**src/rtl/xmas_source_if.sv**
```systemverilog
// Initiator/target handshake channel: o_irdy/o_data from the initiator, i_trdy back from the target.
interface xmas_source_if #(
  parameter int DW = 32
) ();
  logic [DW-1:0] o_data;
  logic          o_irdy;
  logic          i_trdy;

  modport master (output o_data, output o_irdy, input i_trdy);
  modport slave  (input o_data, input o_irdy, output i_trdy);
endinterface

```
**src/rtl/xmas_source.sv**
```systemverilog
// Burst initiator: emits seed, seed+step, ... over the irdy/trdy channel,
// obeys target backpressure and reports transfer/stall counts and a stall timeout.
module xmas_source #(
  parameter int DW      = 32,
  parameter int LW      = 16,
  parameter int TIMEOUT = 255
) (
  input  logic          clk,
  input  logic          rst_n,
  input  logic          start,
  input  logic [LW-1:0] len,
  input  logic [DW-1:0] seed,
  input  logic [DW-1:0] step,
  xmas_source_if.master bus,
  output logic          busy,
  output logic          done,
  output logic [LW-1:0] sent_cnt,
  output logic [LW-1:0] stall_cnt,
  output logic          err_timeout
);

  localparam logic [1:0] IDLE = 2'd0;
  localparam logic [1:0] SEND = 2'd1;
  localparam logic [1:0] DONE = 2'd2;

  localparam int RW = 32;
  localparam logic [RW-1:0] TIMEOUT_V = RW'(TIMEOUT);
  localparam logic [LW-1:0] CNT_MAX   = {LW{1'b1}};

  logic [1:0]    state_q, state_d;
  logic [DW-1:0] data_q, data_d;
  logic [DW-1:0] step_q, step_d;
  logic [LW-1:0] remaining_q, remaining_d;
  logic [LW-1:0] sent_q, sent_d;
  logic [LW-1:0] stall_q, stall_d;
  logic [RW-1:0] run_q, run_d;
  logic          err_q, err_d;
  logic          irdy_q, irdy_d;
  logic          done_q, done_d;
  logic          transfer;

  assign transfer = irdy_q & bus.i_trdy;

  // Next-state logic: burst sequencing, counters and the sticky stall-timeout flag.
  always_comb begin
    state_d     = state_q;
    data_d      = data_q;
    step_d      = step_q;
    remaining_d = remaining_q;
    sent_d      = sent_q;
    stall_d     = stall_q;
    run_d       = run_q;
    err_d       = err_q;
    irdy_d      = irdy_q;
    done_d      = 1'b0;
    case (state_q)
      IDLE: begin
        if (start) begin
          sent_d  = '0;
          stall_d = '0;
          run_d   = '0;
          err_d   = 1'b0;
          if (len != '0) begin
            state_d     = SEND;
            data_d      = seed;
            step_d      = step;
            remaining_d = len;
            irdy_d      = 1'b1;
          end else begin
            done_d = 1'b1;
          end
        end
      end
      SEND: begin
        if (transfer) begin
          sent_d      = sent_q + LW'(1);
          remaining_d = remaining_q - LW'(1);
          run_d       = '0;
          if (remaining_q == LW'(1)) begin
            state_d = DONE;
            irdy_d  = 1'b0;
            done_d  = 1'b1;
          end else begin
            data_d = data_q + step_q;
          end
        end else begin
          if (stall_q != CNT_MAX) begin
            stall_d = stall_q + LW'(1);
          end
          if (run_q != TIMEOUT_V) begin
            run_d = run_q + RW'(1);
          end
          if ((TIMEOUT != 0) && (run_q + RW'(1) == TIMEOUT_V)) begin
            err_d = 1'b1;
          end
        end
      end
      DONE: begin
        state_d = IDLE;
      end
      default: begin
        state_d = IDLE;
        irdy_d  = 1'b0;
      end
    endcase
  end

  // State register; reset aborts any burst and drops o_irdy at once.
  always_ff @(posedge clk or negedge rst_n) begin
    if (!rst_n) begin
      state_q     <= IDLE;
      data_q      <= '0;
      step_q      <= '0;
      remaining_q <= '0;
      sent_q      <= '0;
      stall_q     <= '0;
      run_q       <= '0;
      err_q       <= 1'b0;
      irdy_q      <= 1'b0;
      done_q      <= 1'b0;
    end else begin
      state_q     <= state_d;
      data_q      <= data_d;
      step_q      <= step_d;
      remaining_q <= remaining_d;
      sent_q      <= sent_d;
      stall_q     <= stall_d;
      run_q       <= run_d;
      err_q       <= err_d;
      irdy_q      <= irdy_d;
      done_q      <= done_d;
    end
  end

  assign bus.o_data  = data_q;
  assign bus.o_irdy  = irdy_q;
  assign busy        = (state_q != IDLE);
  assign done        = done_q;
  assign sent_cnt    = sent_q;
  assign stall_cnt   = stall_q;
  assign err_timeout = err_q;

endmodule

```
**src/flat_wrapper.sv**
```systemverilog
// flat-port wrapper written by rule: the top's interface ports become plain ports
module xmas_source_flat 
#(
  parameter int DW      = 32,
  parameter int LW      = 16,
  parameter int TIMEOUT = 255
)
  (clk, rst_n, start, len, seed, step, busy, done, sent_cnt, stall_cnt, err_timeout, bus_o_data, bus_o_irdy, bus_i_trdy);
  xmas_source_if #(.DW(DW)) bus_i ();
  input  logic clk;
  input  logic rst_n;
  input  logic start;
  input  logic [LW-1:0] len;
  input  logic [DW-1:0] seed;
  input  logic [DW-1:0] step;
  output logic busy;
  output logic done;
  output logic [LW-1:0] sent_cnt;
  output logic [LW-1:0] stall_cnt;
  output logic err_timeout;
  output wire logic [$bits(bus_i.o_data)-1:0] bus_o_data;
  output wire logic [$bits(bus_i.o_irdy)-1:0] bus_o_irdy;
  input wire logic [$bits(bus_i.i_trdy)-1:0] bus_i_trdy;
  assign bus_o_data = bus_i.o_data;
  assign bus_o_irdy = bus_i.o_irdy;
  assign bus_i.i_trdy = bus_i_trdy;
  xmas_source #(.DW(DW), .LW(LW), .TIMEOUT(TIMEOUT)) u_core (.clk(clk), .rst_n(rst_n), .start(start), .len(len), .seed(seed), .step(step), .bus(bus_i), .busy(busy), .done(done), .sent_cnt(sent_cnt), .stall_cnt(stall_cnt), .err_timeout(err_timeout));
endmodule
```
**config.mk**
```make
export PLATFORM = sky130hd
export DESIGN_NAME = xmas_source_flat
export DESIGN_NICKNAME = d
export VERILOG_FILES = /design/src/rtl/xmas_source_if.sv /design/src/rtl/xmas_source.sv /design/src/flat_wrapper.sv
export SDC_FILE = /design/constraint.sdc
export NUM_CORES = 1
export LEC_CHECK = 0
export ABC_AREA = 1
export BUFFER_PORTS_ARGS = -buffer_cell sky130_fd_sc_hd__buf_2
export CORE_ASPECT_RATIO = 0.75
export CORE_MARGIN = 5
export CORE_UTILIZATION = 45
export CTS_CLUSTER_DIAMETER = 80
export DETAILED_ROUTE_END_ITERATION = 10
export HOLD_SLACK_MARGIN = 0.15
export PLACE_DENSITY_LB_ADDON = 0.12
export SLEW_MARGIN = 25
export SYNTH_ARGS = -nofsm -noshare
export SYNTH_HDL_FRONTEND = slang
export SYNTH_SLANG_ARGS = --single-unit
export TNS_END_PERCENT = 1
```
**constraint.sdc**
```tcl
create_clock -name clk -period 3.9 [get_ports clk]
set_clock_uncertainty 0.05 [all_clocks]
set_input_delay 0.585 -clock clk [delete_from_list [all_inputs] [get_ports clk]]
set_output_delay 0.585 -clock clk [all_outputs]
set_load 0.01 [all_outputs]
```
## Word level (Yosys, flattened, before mapping)

Index checks and enable logic that the tools add are counted.

| word-level totals | value |
|---|---|
| flip-flop bits (word level) | 149 |
| bits of input ports | 84 |
| output and inout bits | 68 |

| operators by class | value |
|---|---|
| add/subtract/negate cells | 5 |
| equal/unequal tests | 15 |
| multiplexer cells | 38 |
| bitwise logic cells | 2 |
| reduce and logical (&&, ||, !) cells | 13 |

Operator list:

| cell | number |
|---|---|
| 2-to-1 mux 32 bit | 7 |
| case mux 32 bit (2 select lines) | 2 |
| 2-to-1 mux 16 bit | 7 |
| case mux 16 bit (2 select lines) | 3 |
| adder 16 x 1 -> 16 bit, second input constant | 2 |
| adder 32 x 1 -> 32 bit, second input constant | 1 |
| adder 32 bit | 1 |
| equality test 32 x 8 -> 1 bit, second input constant | 1 |
| != test 32 x 8 -> 1 bit, second input constant | 1 |
| equality test 16 x 1 -> 1 bit, second input constant | 1 |
| != test 16 bit, second input constant | 1 |
| AND reduction 4 bit | 4 |
| nonzero test 16 bit | 1 |
| subtractor 16 x 1 -> 16 bit, second input constant | 1 |
| 2-to-1 mux 1 bit | 11 |
| != test 2 x 1 -> 1 bit, second input constant | 5 |
| AND reduction 5 bit | 2 |
| AND reduction 3 bit | 3 |
| 2-to-1 mux 2 bit | 4 |
| != test 2 bit, second input constant | 3 |
| case mux 1 bit (2 select lines) | 2 |
| case mux 2 bit (2 select lines) | 1 |
| nonzero test 2 bit | 2 |
| != test 3 x 1 -> 1 bit, second input constant | 1 |
| 6 further kinds | 6 |

## Logic depth before layout (Yosys ltp)

| logic depth | value |
|---|---|
| depth after elaboration | 5 |
| mapped depth | 15 |

## Worst setup path before layout

OpenSTA, ideal clock, no wires.

| path | value |
|---|---|
| path kind | reg2reg |
| start point | reg u_core.data_q[0] (netlist: u_core.bus.o_data[0]) |
| end point | reg u_core.data_q[30] (netlist: u_core.bus.o_data[30]) |
| library setup time | 0.116 ns |
| data arrival time | 1.905 ns |
| required time | 3.734 ns |
| path slack | 1.829 ns |
| cell stages (with the launch flop) | 15 |
| path buffers | 0 |
| cell sequence | dfrtp_1 ha_1 inv_1 fa_1 nand3b_1 nand2_1 nand2_1 nand2_1 nand3_1 nand2_1 nand2_1 nand3_1 nand3_1 nand2_1 nand2_1 |

| between the ends | value |
|---|---|
| cells in the longest elaborated chain, start to end | 4 |

Ends and longest elaborated chain:

| element | line | source |
|---|---|---|
| from (decl) | xmas_source.sv:31 | `logic [DW-1:0] data_q, data_d;` |
| from (signal assigned) | xmas_source.sv:123 | `data_q <= data_d;` |
| adder 32 bit | xmas_source.sv:84 | `data_d = data_q + step_q;` |
| 2-to-1 mux 32 bit | xmas_source.sv:79 | `if (remaining_q == LW'(1)) begin` |
| 2-to-1 mux 32 bit | xmas_source.sv:75 | `if (transfer) begin` |
| case mux 32 bit (2 select lines) | xmas_source.sv:56 | `case (state_q)` |

Every way passes these cells. The select of a mux whose other input is x is not followed.
A chain may end at the register's enable or synchronous reset.

## Worst setup path in the final report

| path | value |
|---|---|
| start point | reg u_core.state_q[1] |
| end point | reg u_core.data_q[15] (netlist: u_core.bus.o_data[15]) |

| between the ends | value |
|---|---|
| cells in the longest elaborated chain, start to end | 3 |
| elaborated cells between the ends (all ways) | 9 |
| those cells by class | eq/ne: 5; mux: 1; reduce/logical: 3 |

Ends and longest elaborated chain:

| element | line | source |
|---|---|---|
| from (decl) | xmas_source.sv:30 | `logic [1:0] state_q, state_d;` |
| from (signal assigned) | xmas_source.sv:122 | `state_q <= state_d;` |
| equality test 2 x 1 -> 1 bit or zero test 2 bit (tied branches) | xmas_source.sv:56 |  |
| != test 2 bit (no line) (tied with other cells) | -- |  |
| AND reduction 5 bit (no line) | -- |  |

Several ways; a longest one is shown, not always the timed one.

==> summary.txt <==
GRT
  • Largest net degree at the start of global routing: 97
  • Overflow after GRT: 0
  • Initial antenna violation count: 0
  • Vias in the first global route: 9,321
  • First-pass GRT wire length: 49.9 mm
  • Global Route Usage Sum: 0.242

Synthesis
  • Mean post-synth cell area: roughly 6.7 µm²
  • Seq/Total Area, Yosys: 0.374
  • Top post-synthesis cells by count: 521 x nand2_1, 191 x nor2_1, 149 x dfrtp_1
  • Syn nets: 1,609
  • Netlist cell types: 44
  • Top FF cell, synth: dfrtp_1
  • Area leader, netlist: dfrtp_1
  • Post-synthesis register bit count: 149
  • Synth top area cells: dfrtp_1 37%, nand2_1 20%, nor2_1 7.2%, nand3_1 5.8%, inv_1 5.3%
  • Post-Synthesis Cells: 1,487
  • Most common cell in the netlist: nand2_1
  • Share of the synthesized area in the top cell type: 0.374
  • Async set-or-reset flop fraction in the synthesized netlist: 1.00
  • Post-synth EDFFs: 0
  • Yosys warnings: 0
  • Post-Syn Area: 9970 µm²

Die
  • Die Ht: 139 µm
  • Placeable Area: 21,900 µm²
  • Initial Util: 0.455
  • Die area: 25,300 µm²
  • Top-level port count: 152
  • Die X: 182 µm
  • Row count: 47

STA
  • Slew margin rel.: 0.425
  • Setup_tns: 0 ps
  • RSZ-0062 raised after global routing: false
  • Max Freq: 344 MHz
  • Final worst path period share: 0.744
  • Slew Limit Fails: 0
  • Final hold vios: 0
  • Minimum clock period: 2900 ps
  • Worst slew pin tran: between 800 and 900 ps
  • Endpoints failing setup: 0

Placement
  • Final HPWL DP: 23.1 mm
  • Inst Count DP: 1,904
  • Gpl congestion: slightly above 0.9
  • Port buffer count: 151

Worst setup path
  • Crit. End Element: flop
  • Max stage delay on crit path: 460 ps
  • Crit-path cells: nor2_2, nand2_1, buf_4, nand2_2, nand2_1, inv_2, nand2_2, inv_2, o21ai_0, o21ai_1
  • Worst R2R Start: u_core.state_q[1]$_DFFE_PN0P_
  • WP data arrival: 3210 ps
  • Slowest CP cell: dfrtp_1
  • Worst Path Required: around 4200 ps
  • Worst R2R Setup Slack: 1000 ps
  • R2r endpoint: u_core.bus.o_data[15]$_DFFE_PN0P_
  • Crit start category: flop
  • Setup CP Type: reg2reg
  • Worst Path Max Fanout: 23
  • Reg2reg path depth: 10

Status
  • Status: finished, final reports clean

CTS
  • Worst-case clock buffer depth: 2
  • Root buf cell: clkbuf_16
  • # Post-CTS Setup Buffers: 0
  • H-tree Lvls: 4
  • Clk Latency, worst-skew pair: 430 ps
  • Post-cts resize count: 0
  • Number of CTS-inserted buffers: 17
  • TritonCTS clock tree: done
  • Clock edge transition at the registers on the reported setup and hold paths: 60 ps
  • Hold Buf Count CTS: 0
  • Clock Sinks: 149

Final layout
  • Nets: 1,751
  • Share of post-route cells with drive strength above 1: 0.130
  • Fillcell total: 2,247
  • Area growth syn-to-layout: 16.0%
  • Multi-input gate area: 5500 µm²
  • FF/Latch Area: 3730 µm²
  • Post-route insts no fill: around 1,900

Drt
  • Via density: 5.26
  • # DRC: 0
  • Router iterations before antenna repair: 6
  • Iteration-0 DRC Markers: roughly 1,100
  • Vias: slightly above 10,000
  • Routed Antenna Nets: 0
  • WL/cell: 15.8 µm
  • WL final: 30.6 mm

Pwr
  • Pwr dens: roughly 280 nW/µm²
  • Leakage: 6.10 nW
  • Maximum vdd drop: roughly 280 µV

Worst hold path
  • Hold Crit Class: in2async

Flow run
  • Max_cap viols: 0
## how the worst max path moves through the flow
stage	slack, ps	endpoint	startpoint
after floorplan	1830	u_core.bus.o_data[30]$_DFFE_PN0P_	u_core.bus.o_data[0]$_DFFE_PN0P_
after global placement	1030	u_core.bus.o_data[19]$_DFFE_PN0P_	len[7]
after detailed placement	960	u_core.bus.o_data[21]$_DFFE_PN0P_	len[7]
after CTS	1050	u_core.bus.o_data[16]$_DFFE_PN0P_	u_core.state_q[1]$_DFFE_PN0P_
after global routing	840	u_core.bus.o_data[10]$_DFFE_PN0P_	u_core.state_q[1]$_DFFE_PN0P_
final	1000	u_core.bus.o_data[15]$_DFFE_PN0P_	u_core.state_q[1]$_DFFE_PN0P_
## worst max-delay path, delay by kind of cell, from the launching register on
kind,cells,cell delay (ps)
AND/OR/NAND/NOR,5,1100
buffers and inverters,3,850
flip-flops,1,460
AO/OA/AOI/OAI,2,340
## sequential cells by signal (all words and copies together) (netlist names), 2 cells and up
register	cells
u_core.run_q	32
u_core.stall_cnt	16
u_core.sent_cnt	16
u_core.remaining_q	16
u_core.step_q	32
u_core.bus.o_data	32
u_core.state_q	2
## final cells by class
| class | instances | share of cell area |
|---|---|---|
| multi-input combinational | 1154 | 0.475 |
| clock buffer | 22 | 0.0410 |
| timing repair buffer | 161 | 0.0736 |
| antenna | 1 | 0.000216 |
| tap | 294 | 0.0318 |
| sequential | 149 | 0.322 |
| inverter | 146 | 0.0474 |
| clock inverter | 9 | 0.00887 |
## layer usage
metal	wire [µm]	GRT usage
met1	16000	0.403
met3	2580	0.0501
met4	234	0.0454
met2	11800	0.317
met5	0	0
## power breakdown
part	internal, W	switching, W
sequential	0.00155	0
combinational	0.0000333	0.0000500
clock	0.000985	0.000663
## cells by family after synthesis
| kind of cell | synth area share |
|---|---|
| and+or+nand+nor | 0.370 |
| AOI/OAI and AO/OA | 0.109 |
| buffers and inverters | 0.0754 |
| DFF | 0.374 |
| adders and majority gates | 0.0484 |
| xor gates and xnor gates | 0.0237 |
## metrics by stage
step	utilization	hold WS, ps	power, W	worst slack, ps	area [µm²]
final	0.528	196	0.00328	997	11600
after global routing	0.527	267	0.00340	838	11600
after CTS	0.527	242	0.00332	1050	11600
after detailed placement	0.501	416	0.00166	961	11000
after global placement	0.501	412	0.00166	1030	11000
after floorplan	-	239	0.00158	1830	9970
## cells in the final DEF, fill, tap and decap left out, types with 3 or more instances in the layout
cell type	count
nand2_1	521
nor2_1	191
buf_2	150
dfrtp_1	149
inv_1	141
nand3_1	115
a21oi_1	69
o21ai_0	66
ha_1	37
nor3_1	21
xor2_1	18
clkbuf_16	17
nand4_1	15
o31ai_1	11
o211ai_1	9
xnor2_1	9
nor4_1	9
buf_4	9
o21ai_1	7
nand2_2	6
nor2_2	5
o21bai_1	5
nand3b_1	5
inv_2	5
a22oi_1	5
a31oi_1	4
clkbuf_8	4
clkinv_2	4
nor2_4	3
o21a_1	3
or2_2	3
o22ai_1	3
clkinvlp_4	3
No activity file was read; power rests on OpenSTA's default activity.
